$ cat config.mk
export PLATFORM = sky130hd
export DESIGN_NAME = life_seq_ctrl_flat
export DESIGN_NICKNAME = d
export VERILOG_FILES = /design/src/rtl/life_seq_ctrl_if.sv /design/src/rtl/life_seq_ctrl.sv /design/src/flat_wrapper.sv
export SDC_FILE = /design/constraint.sdc
export NUM_CORES = 1
export LEC_CHECK = 0
export CORE_ASPECT_RATIO = 0.7
export CORE_MARGIN = 2
export CORE_UTILIZATION = 55
export DETAILED_ROUTE_END_ITERATION = 10
export HOLD_SLACK_MARGIN = 0.05
export PLACE_DENSITY = 0.8
export SLEW_MARGIN = 20
export SYNTH_ARGS = -nofsm -noshare
export SYNTH_HDL_FRONTEND = slang
export SYNTH_SLANG_ARGS = --single-unit
$ cat constraint.sdc
create_clock -name HDMI_CLK -period 3.4 [get_ports HDMI_CLK]
set_clock_uncertainty 0.05 [all_clocks]
set_input_delay 0.51 -clock HDMI_CLK [delete_from_list [all_inputs] [get_ports HDMI_CLK]]
set_output_delay 0.51 -clock HDMI_CLK [all_outputs]
set_load 0.02 [all_outputs]
$ cat src/rtl/life_seq_ctrl_if.sv
// HPS download port bundle: run-length board bytes in, stall back out.
interface life_seq_ctrl_if;
  logic       ioctl_download;
  logic       ioctl_wr;
  logic [7:0] ioctl_dout;
  logic       ioctl_wait;

  modport master (output ioctl_download, ioctl_wr, ioctl_dout, input ioctl_wait);
  modport slave  (input ioctl_download, ioctl_wr, ioctl_dout, output ioctl_wait);
endinterface

$ cat src/rtl/life_seq_ctrl.sv
// Frame-buffer ring and generation sequencer: RLE board upload, zero pad,
// start-of-frame alignment and generation stepping via clock enables.
module life_seq_ctrl #(
  parameter int unsigned RING_LEN = 2475000,
  parameter int unsigned POS_W    = 22
) (
  input  logic          HDMI_CLK,
  input  logic          RESET_N,
  life_seq_ctrl_if.slave ioctl,
  input  logic          sof,
  input  logic          run,
  input  logic          step_req,
  input  logic [2:0]    speed,
  output logic          ring_en,
  output logic          ring_load,
  output logic          load_bit,
  output logic          gen_en,
  output logic          evolve,
  output logic [15:0]   gen_count,
  output logic          load_trunc,
  output logic          sync_err
);

  localparam logic [POS_W-1:0] POS_END  = POS_W'(RING_LEN);
  localparam logic [POS_W-1:0] POS_LAST = POS_W'(RING_LEN - 1);
  localparam logic [POS_W-1:0] POS_ONE  = POS_W'(1);

  typedef enum logic [1:0] {S_SYNC, S_RUN, S_LOAD, S_PAD} state_t;

  state_t           state;
  logic [POS_W-1:0] pos;
  logic [2:0]       fdiv;
  logic             step_pend;
  logic             dl_q;
  logic             busy;
  logic [6:0]       rem;
  logic             bit_val;

  logic             dl_rise;
  logic             sof_take;
  logic             evolve_c;
  logic             emit;
  logic             emit_val;
  logic [POS_W-1:0] pos_wrap;

  assign dl_rise  = ioctl.ioctl_download & ~dl_q;
  assign sof_take = sof & ~dl_rise & ((state == S_SYNC) | (state == S_RUN));
  assign evolve_c = step_pend | step_req | (run & (fdiv == speed));
  assign pos_wrap = (pos == POS_LAST) ? '0 : pos + POS_ONE;

  assign ioctl.ioctl_wait = ioctl.ioctl_wr | busy;

  // Bit to shift into the ring this coming cycle, from a byte run or padding
  always_comb begin
    emit     = 1'b0;
    emit_val = 1'b0;
    if (!dl_rise) begin
      case (state)
        S_LOAD: begin
          if (busy) begin
            emit     = (rem != 7'd0);
            emit_val = bit_val;
          end else if (ioctl.ioctl_wr && ioctl.ioctl_download) begin
            emit     = 1'b1;
            emit_val = ioctl.ioctl_dout[7];
          end
        end
        S_PAD:   emit = (pos < POS_END);
        default: emit = 1'b0;
      endcase
    end
  end

  always_ff @(posedge HDMI_CLK) begin
    if (!RESET_N) begin
      state      <= S_SYNC;
      pos        <= '0;
      fdiv       <= '0;
      step_pend  <= 1'b0;
      dl_q       <= 1'b0;
      busy       <= 1'b0;
      rem        <= '0;
      bit_val    <= 1'b0;
      ring_en    <= 1'b0;
      ring_load  <= 1'b0;
      load_bit   <= 1'b0;
      gen_en     <= 1'b0;
      evolve     <= 1'b0;
      gen_count  <= '0;
      load_trunc <= 1'b0;
      sync_err   <= 1'b0;
    end else begin
      dl_q      <= ioctl.ioctl_download;
      ring_en   <= 1'b0;
      ring_load <= 1'b0;
      load_bit  <= 1'b0;
      gen_en    <= 1'b0;

      // Generation scheduling: evolve is fixed for the frame starting at sof
      if (sof_take)      step_pend <= 1'b0;
      else if (step_req) step_pend <= 1'b1;

      if (!run) fdiv <= '0;
      if (sof_take) begin
        evolve <= evolve_c;
        if (evolve_c) gen_count <= gen_count + 16'd1;
        if (run) fdiv <= (fdiv == speed) ? 3'd0 : fdiv + 3'd1;
      end

      if (dl_rise) begin
        state      <= S_LOAD;
        pos        <= '0;
        load_trunc <= 1'b0;
        busy       <= 1'b0;
        rem        <= '0;
      end else begin
        case (state)
          S_SYNC: begin
            if (sof) begin
              state   <= S_RUN;
              pos     <= POS_ONE;
              ring_en <= 1'b1;
              gen_en  <= 1'b1;
            end
          end
          S_RUN: begin
            ring_en <= 1'b1;
            gen_en  <= 1'b1;
            // sof cycle is position 0, so the following cycle is position 1
            if (sof) begin
              pos <= POS_ONE;
              if (pos != '0) sync_err <= 1'b1;
            end else begin
              pos <= pos_wrap;
            end
          end
          S_LOAD: begin
            if (busy) begin
              if (rem != 7'd0) rem  <= rem - 7'd1;
              else             busy <= 1'b0;
            end else if (ioctl.ioctl_wr && ioctl.ioctl_download) begin
              busy    <= 1'b1;
              rem     <= ioctl.ioctl_dout[6:0];
              bit_val <= ioctl.ioctl_dout[7];
            end else if (!ioctl.ioctl_download) begin
              state <= (pos >= POS_END) ? S_SYNC : S_PAD;
            end
          end
          S_PAD: begin
            if (pos >= POS_END) state <= S_SYNC;
          end
          default: state <= S_SYNC;
        endcase

        // Load/pad shift; bits past the ring end burn a cycle but are dropped
        if (emit) begin
          ring_load <= 1'b1;
          load_bit  <= emit_val;
          if (pos < POS_END) begin
            ring_en <= 1'b1;
            pos     <= pos + POS_ONE;
          end else begin
            load_trunc <= 1'b1;
          end
        end
      end
    end
  end

endmodule

$ cat src/flat_wrapper.sv
// flat-port wrapper written by rule: the top's interface ports become plain ports
module life_seq_ctrl_flat 
#(
  parameter int unsigned RING_LEN = 2475000,
  parameter int unsigned POS_W    = 22
)
  (HDMI_CLK, RESET_N, sof, run, step_req, speed, ring_en, ring_load, load_bit, gen_en, evolve, gen_count, load_trunc, sync_err, ioctl_ioctl_download, ioctl_ioctl_wr, ioctl_ioctl_dout, ioctl_ioctl_wait);
  life_seq_ctrl_if ioctl_i ();
  input  logic HDMI_CLK;
  input  logic RESET_N;
  input  logic sof;
  input  logic run;
  input  logic step_req;
  input  logic [2:0] speed;
  output logic ring_en;
  output logic ring_load;
  output logic load_bit;
  output logic gen_en;
  output logic evolve;
  output logic [15:0] gen_count;
  output logic load_trunc;
  output logic sync_err;
  input wire logic [$bits(ioctl_i.ioctl_download)-1:0] ioctl_ioctl_download;
  input wire logic [$bits(ioctl_i.ioctl_wr)-1:0] ioctl_ioctl_wr;
  input wire logic [$bits(ioctl_i.ioctl_dout)-1:0] ioctl_ioctl_dout;
  output wire logic [$bits(ioctl_i.ioctl_wait)-1:0] ioctl_ioctl_wait;
  assign ioctl_i.ioctl_download = ioctl_ioctl_download;
  assign ioctl_i.ioctl_wr = ioctl_ioctl_wr;
  assign ioctl_i.ioctl_dout = ioctl_ioctl_dout;
  assign ioctl_ioctl_wait = ioctl_i.ioctl_wait;
  life_seq_ctrl #(.RING_LEN(RING_LEN), .POS_W(POS_W)) u_core (.HDMI_CLK(HDMI_CLK), .RESET_N(RESET_N), .ioctl(ioctl_i), .sof(sof), .run(run), .step_req(step_req), .speed(speed), .ring_en(ring_en), .ring_load(ring_load), .load_bit(load_bit), .gen_en(gen_en), .evolve(evolve), .gen_count(gen_count), .load_trunc(load_trunc), .sync_err(sync_err));
endmodule
==> results of run 1 <==
[area by class of cell]
type                            count  area (um^2)
Timing Repair Buffer               47          455
Fill cell                         440         1540
Tap cell                           72         90.1
Clock buffer                       11          141
Clock inverter                      4         72.6
Multi-Input combinational cell    295         1790
Inverter                           15         56.3
Sequential cell                    61         1220
[flip-flops by register name, summed over array words and instances, names as in the netlist]
register           cells
u_core.pos            22
u_core.gen_count      16
u_core.rem             7
u_core.fdiv            3
u_core.state           2
u_core.bit_val         1
u_core.busy            1
u_core.dl_q            1
u_core.evolve          1
u_core.gen_en          1
u_core.load_bit        1
u_core.load_trunc      1
u_core.ring_en         1
u_core.ring_load       1
u_core.step_pend       1
u_core.sync_err        1
[Yosys cell counts (5+ instances only)]
master,number,share of area (%)
nand3_1,22,3.5
clkbuf_1,6,0.72
nand2_1,42,5.0
o21ai_0,21,3.4
nor4_1,5,1.0
and2_1,16,3.2
and3_1,11,2.2
xor2_1,7,2.0
nor2_1,28,3.4
nand3b_1,5,1.2
a21oi_1,23,3.7
nand4_1,8,1.6
ha_1,5,2.0
nor2b_1,7,1.4
nor3_1,13,2.1
inv_1,15,1.8
xnor2_1,8,2.2
a21boi_0,6,1.4
nor3b_1,5,1.2
dfxtp_1,61,39
or3_1,10,2.0
[critical path, delay by kind of cell (launching register included)]
kind | cells | cell delay [ps]
buffers and inverters | 2 | 360
AOI/OAI and AO/OA | 4 | 1400
and+or+nand+nor | 2 | 440
DFF | 1 | 320
adders and majority gates | 1 | 180
[power breakdown]
group          switching (mW)  internal (mW)  leakage, nW
combinational          0.0675         0.0582        0.792
clock                   0.268          0.428        0.105
sequential             0.0103          0.725        0.493
[metrics by stage]
step / util, % / hold slack [ps] / setup WS (ps)
floorplan: - / 395 / 1210
global placement: 67.3 / 407 / 430
detailed placement: 67.3 / 398 / 408
CTS: 71.3 / 410 / 587
global route: 71.3 / 425 / 374
finish: 71.3 / 406 / 577
[routing by layer]
layer,track usage [%],vias to the layer above,share of wire [%]
met5,0,-,0
met4,7.07,0,1.1
met3,5.47,10,6.6
met2,36.0,97,42
met1,34.0,1317,50
li1,-,1466,-
[worst paths after layout]
check                                       start                 to  cells after the start
worst max register to register      u_core.rem[0]      u_core.pos[4]                      9
worst min-delay path            u_core.load_trunc  u_core.load_trunc                      2
worst max-delay path                u_core.rem[0]      u_core.pos[4]                      9
worst min register to register  u_core.load_trunc  u_core.load_trunc                      2
[cell families after synthesis]
logic type,after synthesis
AND/OR/NAND/NOR,188
multiplexers,3
adder cells (fa/ha/maj),5
buffers and inverters,28
AO/OA/AOI/OAI,84
flip-flops,61
XOR/XNOR,15
==> run metrics, run 1 <==
Port Buffers=41; Vias per Instance=5.72; synth unique cells=57; # DRC=0; Final Slew Violations=0; total power=1.56 mW; commonest non-fill, non-tap cell in the layout=dfxtp_1; cell chain of the critical path=inv_1 -> ha_1 -> nor3b_2 -> nand4b_1 -> a21o_1 -> a311oi_2 -> buf_4 -> a21o_1 -> a22o_1; Post-Synth XOR/XNOR Area=4.19%; RD Place Congestion=0.866; CTS Sinks=61; clock insertion delay at the later pin of the skew report=330 ps; number of global-route vias before repair=2,554; Final setup viols=0; outcome=finished clean; flops & latches, synth=61; core area=5370 um^2; actual slew at the worst max-slew pin=1100 ps; placed instance area=3610 um^2; Die Span X=94.2 um; routed via count=2,890; 1st-pass router iterations=5; CTS H-Tree Depth=3; initial antenna violation count=0; hpwl dp=4980 um; Syn Inst Count=384; max incr delay on CP=950 ps; CTS max path bufs=2; Worst Path Required=3620 ps; Pwr Density=407 nW/um^2; layout cell share with drive strength beyond 1=7.39%; main combinational cell family by area after synthesis=simple AND/OR/NAND/NOR gates; max_cap viols=0; CP arrival=3050 ps; CP Capture Type=flop; ys flop type=dfxtp_1; Nets=452; # diodes=0; CP Class=reg -> reg; register area share after synthesis=38.9%; synthesized area=3140 um^2; clock slew seen by the registers of the worst setup and hold paths=70 ps; RSZ-0062 raised after global routing=false; crit path launch type=flop; starting density of the core=58.4%; Routed Antenna Nets=0; Mapped Nets=407; CP Max Fanout=15; CTS Buf Count=9; Setup Fix Bufs, Post-CTS=0; Post-Synth Adder-Cell Area=2.00%; # rows=22; Avg Cell Area, Syn=8.17 um^2; CTS root buffer=clkbuf_8; first-pass GRT wire length=11,900 um; Die Footprint=6330 um^2; final non-filler cell total=505; Final Cycle Share=83.0%; EDFF count, synth=0; Peak VDD IR=0.290 mV; Crit-path slowest cell=a311oi_2; First DRT Iteration DRCs=196; synth-to-layout area growth=22.0%; critical path's most frequent cell=a21o_1; asr flop ratio synth=0%; P_leak=1.39 nW; Max-slew headroom=26.5%; Fin. Hold Viols=0; grt ovf=0; Synth Area in Simple Gates=32.2%; I/O pin total=42; final instance area=3830 um^2; TNS Setup=0 ps; Tightest Hold Check Type=reg -> reg; final wirelength=6930 um; Routed wire per std cell=13.7 um; Synth Area in Compound Gates=17.7%; CTS resizes=0; max frequency=0.354 GHz; Total Routing Usage GR=23.8%; CTS tree=built; hold_buf cts=0; most frequent cells in the layout=dfxtp_1 (61), nand2_1 (42), clkdlybuf4s50_1 (41); largest net degree at the start of global routing=31; minimum clock period=2820 ps; Die Ht=67.2 um; placed cell count=490; Syn. warnings=0; Reg2Reg Setup Slack=580 ps; post-synthesis mux area share=0.958%
(Power assumes the default switching activity.)
==> run 2: changes to the inputs <==
==> constraint.sdc (replaced) <==
create_clock -name HDMI_CLK -period 2.91 [get_ports HDMI_CLK]
set_clock_uncertainty 0.05 [all_clocks]
set_input_delay 0.4365 -clock HDMI_CLK [delete_from_list [all_inputs] [get_ports HDMI_CLK]]
set_output_delay 0.4365 -clock HDMI_CLK [all_outputs]
set_load 0.02 [all_outputs]
==> run metrics, run 2 (synthesis results as in run 1) <==
outcome=finished clean; Crit-path slowest cell=nor4_1; Nets=455 (+0.66%); CP Capture Type=flop; Routed wire per std cell=14.3 um (+4.4%); number of global-route vias before repair=2,788 (+9.2%); placed instance area=3630 um^2 (+0.62%); CP Max Fanout=8 (-7); CTS Sinks=61 (unchanged); Fin. Hold Viols=0 (unchanged); largest net degree at the start of global routing=25 (-19%); max_cap viols=0 (unchanged); CP arrival=2650 ps (-400 ps); Biggest register=u_core.pos; crit path launch type=flop; synth-to-layout area growth=23.1%; Port Buffers=41 (unchanged); commonest non-fill, non-tap cell in the layout=dfxtp_1; hpwl dp=5300 um (+6.5%); Die Footprint=6330 um^2 (unchanged); Tightest Hold Check Type=reg -> reg; first-pass GRT wire length=12,400 um (+4.7%); Final Slew Violations=0 (unchanged); max frequency=0.400 GHz (+13%); most frequent cells in the layout=dfxtp_1 (61), nand2_1 (42), clkdlybuf4s50_1 (41); CTS max path bufs=2 (unchanged); Vias per Instance=5.80 (+1.4%); Final setup viols=0 (unchanged); P_leak=1.42 nW (+2.0%); CTS Buf Count=9 (unchanged); # diodes=0 (unchanged); Seq pwr share=46.3% (-1.0 points); CTS tree=built; Worst Path Required=3060 ps (-560 ps); Peak VDD IR=0.268 mV (-7.5%); Die Span X=94.2 um (unchanged); internal power=1.44 mW (+19%); Combinational Power Share=8.0% (about the same); core area=5370 um^2 (unchanged); Final Cycle Share=85.9% (+2.8 points); Die Ht=67.2 um (unchanged); cell chain of the critical path=nor4_1 -> o21ai_1 -> a32oi_2 -> and3_1 -> o21ai_1 -> o311ai_0; switching pwr=0.411 mW (+19%); switching part of the total=22.2% (-0.040 points); grt ovf=0 (unchanged); Routed Antenna Nets=0 (unchanged); hold_buf cts=0 (unchanged); 1st-pass router iterations=4 (-1); RSZ-0062 raised after global routing=false; CTS resizes=0 (unchanged); TNS Setup=0 ps (unchanged); CP Class=reg -> reg; Total Routing Usage GR=25.0% (+1.3 points); clock insertion delay at the later pin of the skew report=340 ps (about the same); clock slew seen by the registers of the worst setup and hold paths=60 ps (about the same); CTS H-Tree Depth=3 (unchanged); CTS root buffer=clkbuf_8; starting density of the core=58.4% (unchanged); actual slew at the worst max-slew pin=574 ps (-528 ps); initial antenna violation count=0 (unchanged); I/O pin total=42 (unchanged); critical path's most frequent cell=o21ai_1; Reg2Reg Setup Slack=410 ps (-170 ps); max incr delay on CP=470 ps (-480 ps); layout cell share with drive strength beyond 1=8.24% (+0.85 points); routed via count=2,953 (+2.2%); max reg flops=22 (unchanged); Largest regs=u_core.pos x22, u_core.gen_count x16, u_core.rem x7; Setup Fix Bufs, Post-CTS=0 (unchanged); final wirelength=7290 um (+5.2%); Pwr Density=480 nW/um^2 (+18%); minimum clock period=2500 ps (-324 ps); First DRT Iteration DRCs=159 (-19%); RD Place Congestion=0.920 (+6.3%); final instance area=3860 um^2 (+0.88%); # DRC=0 (unchanged); # rows=22 (unchanged); Clock Power Share=45.6% (+0.9 points); Max-slew headroom=61.6% (+35 points)
[run 2: cell count changes in the layout (fill, tap and decap cells not counted)]
cell,change
clkinv_2,+1
buf_4,+3
clkinvlp_4,-1
clkbuf_8,+1
[run 2: final timing paths]
| kind | startpoint | end | cells after the start |
|---|---|---|---|
| worst min register to register | u_core.sync_err | u_core.sync_err | 1 |
| worst min-delay path | u_core.sync_err | u_core.sync_err | 1 |
| worst max-delay path | u_core.pos[12] | u_core.pos[19] | 6 |
| worst max register to register | u_core.pos[12] | u_core.pos[19] | 6 |
[run 2: per-stage QoR]
step | power [mW] | hold WS, ps | util [%] | std cells | worst slack, ps
5_1_grt | 1.92 | 438 | 71.9 | 509 | 278
2_1_floorplan | 0.963 | 395 | - | 384 | 777
3_5_place_dp | 1.02 | 407 | 67.7 | 493 | 173
6_report | 1.85 | 419 | 71.9 | 509 | 411
3_3_place_gp | 1.02 | 402 | 67.7 | 493 | 231
4_1_cts | 1.87 | 423 | 71.9 | 509 | 466
[run 2: per-layer routing]
metal | GRT usage [%] | part of all wire [%] | wire length, um
met5 | 0 | 0 | 0
met4 | 10.3 | 1.6 | 114
met3 | 6.03 | 6.4 | 467
met2 | 38.5 | 42 | 3090
met1 | 34.1 | 50 | 3620
[run 2: layout make-up]
class                   instances  area, um^2
multi-input cells             295        1790
fillers                       448        1510
flip-flops and latches         61        1220
repair buffers                 50         478
clock buffers                  12         155
well taps                      72        90.1
clock inverters                 4        70.1
inverters                      15        56.3
[run 2: worst max-delay path: cells and delay by family (launching register included)]
family	cells	cell delay, ps
compound gates	4	1210
flops	1	340
simple gates	2	770
[run 2: power groups by stage]
stage          sequential [mW]  combinational [mW]  clock [mW]
3_3_place_gp             0.876               0.145           0
6_report                 0.858               0.149       0.846
5_1_grt                  0.859               0.165       0.901
2_1_floorplan            0.880              0.0836           0
3_5_place_dp             0.876               0.147           0
4_1_cts                  0.858               0.149       0.865
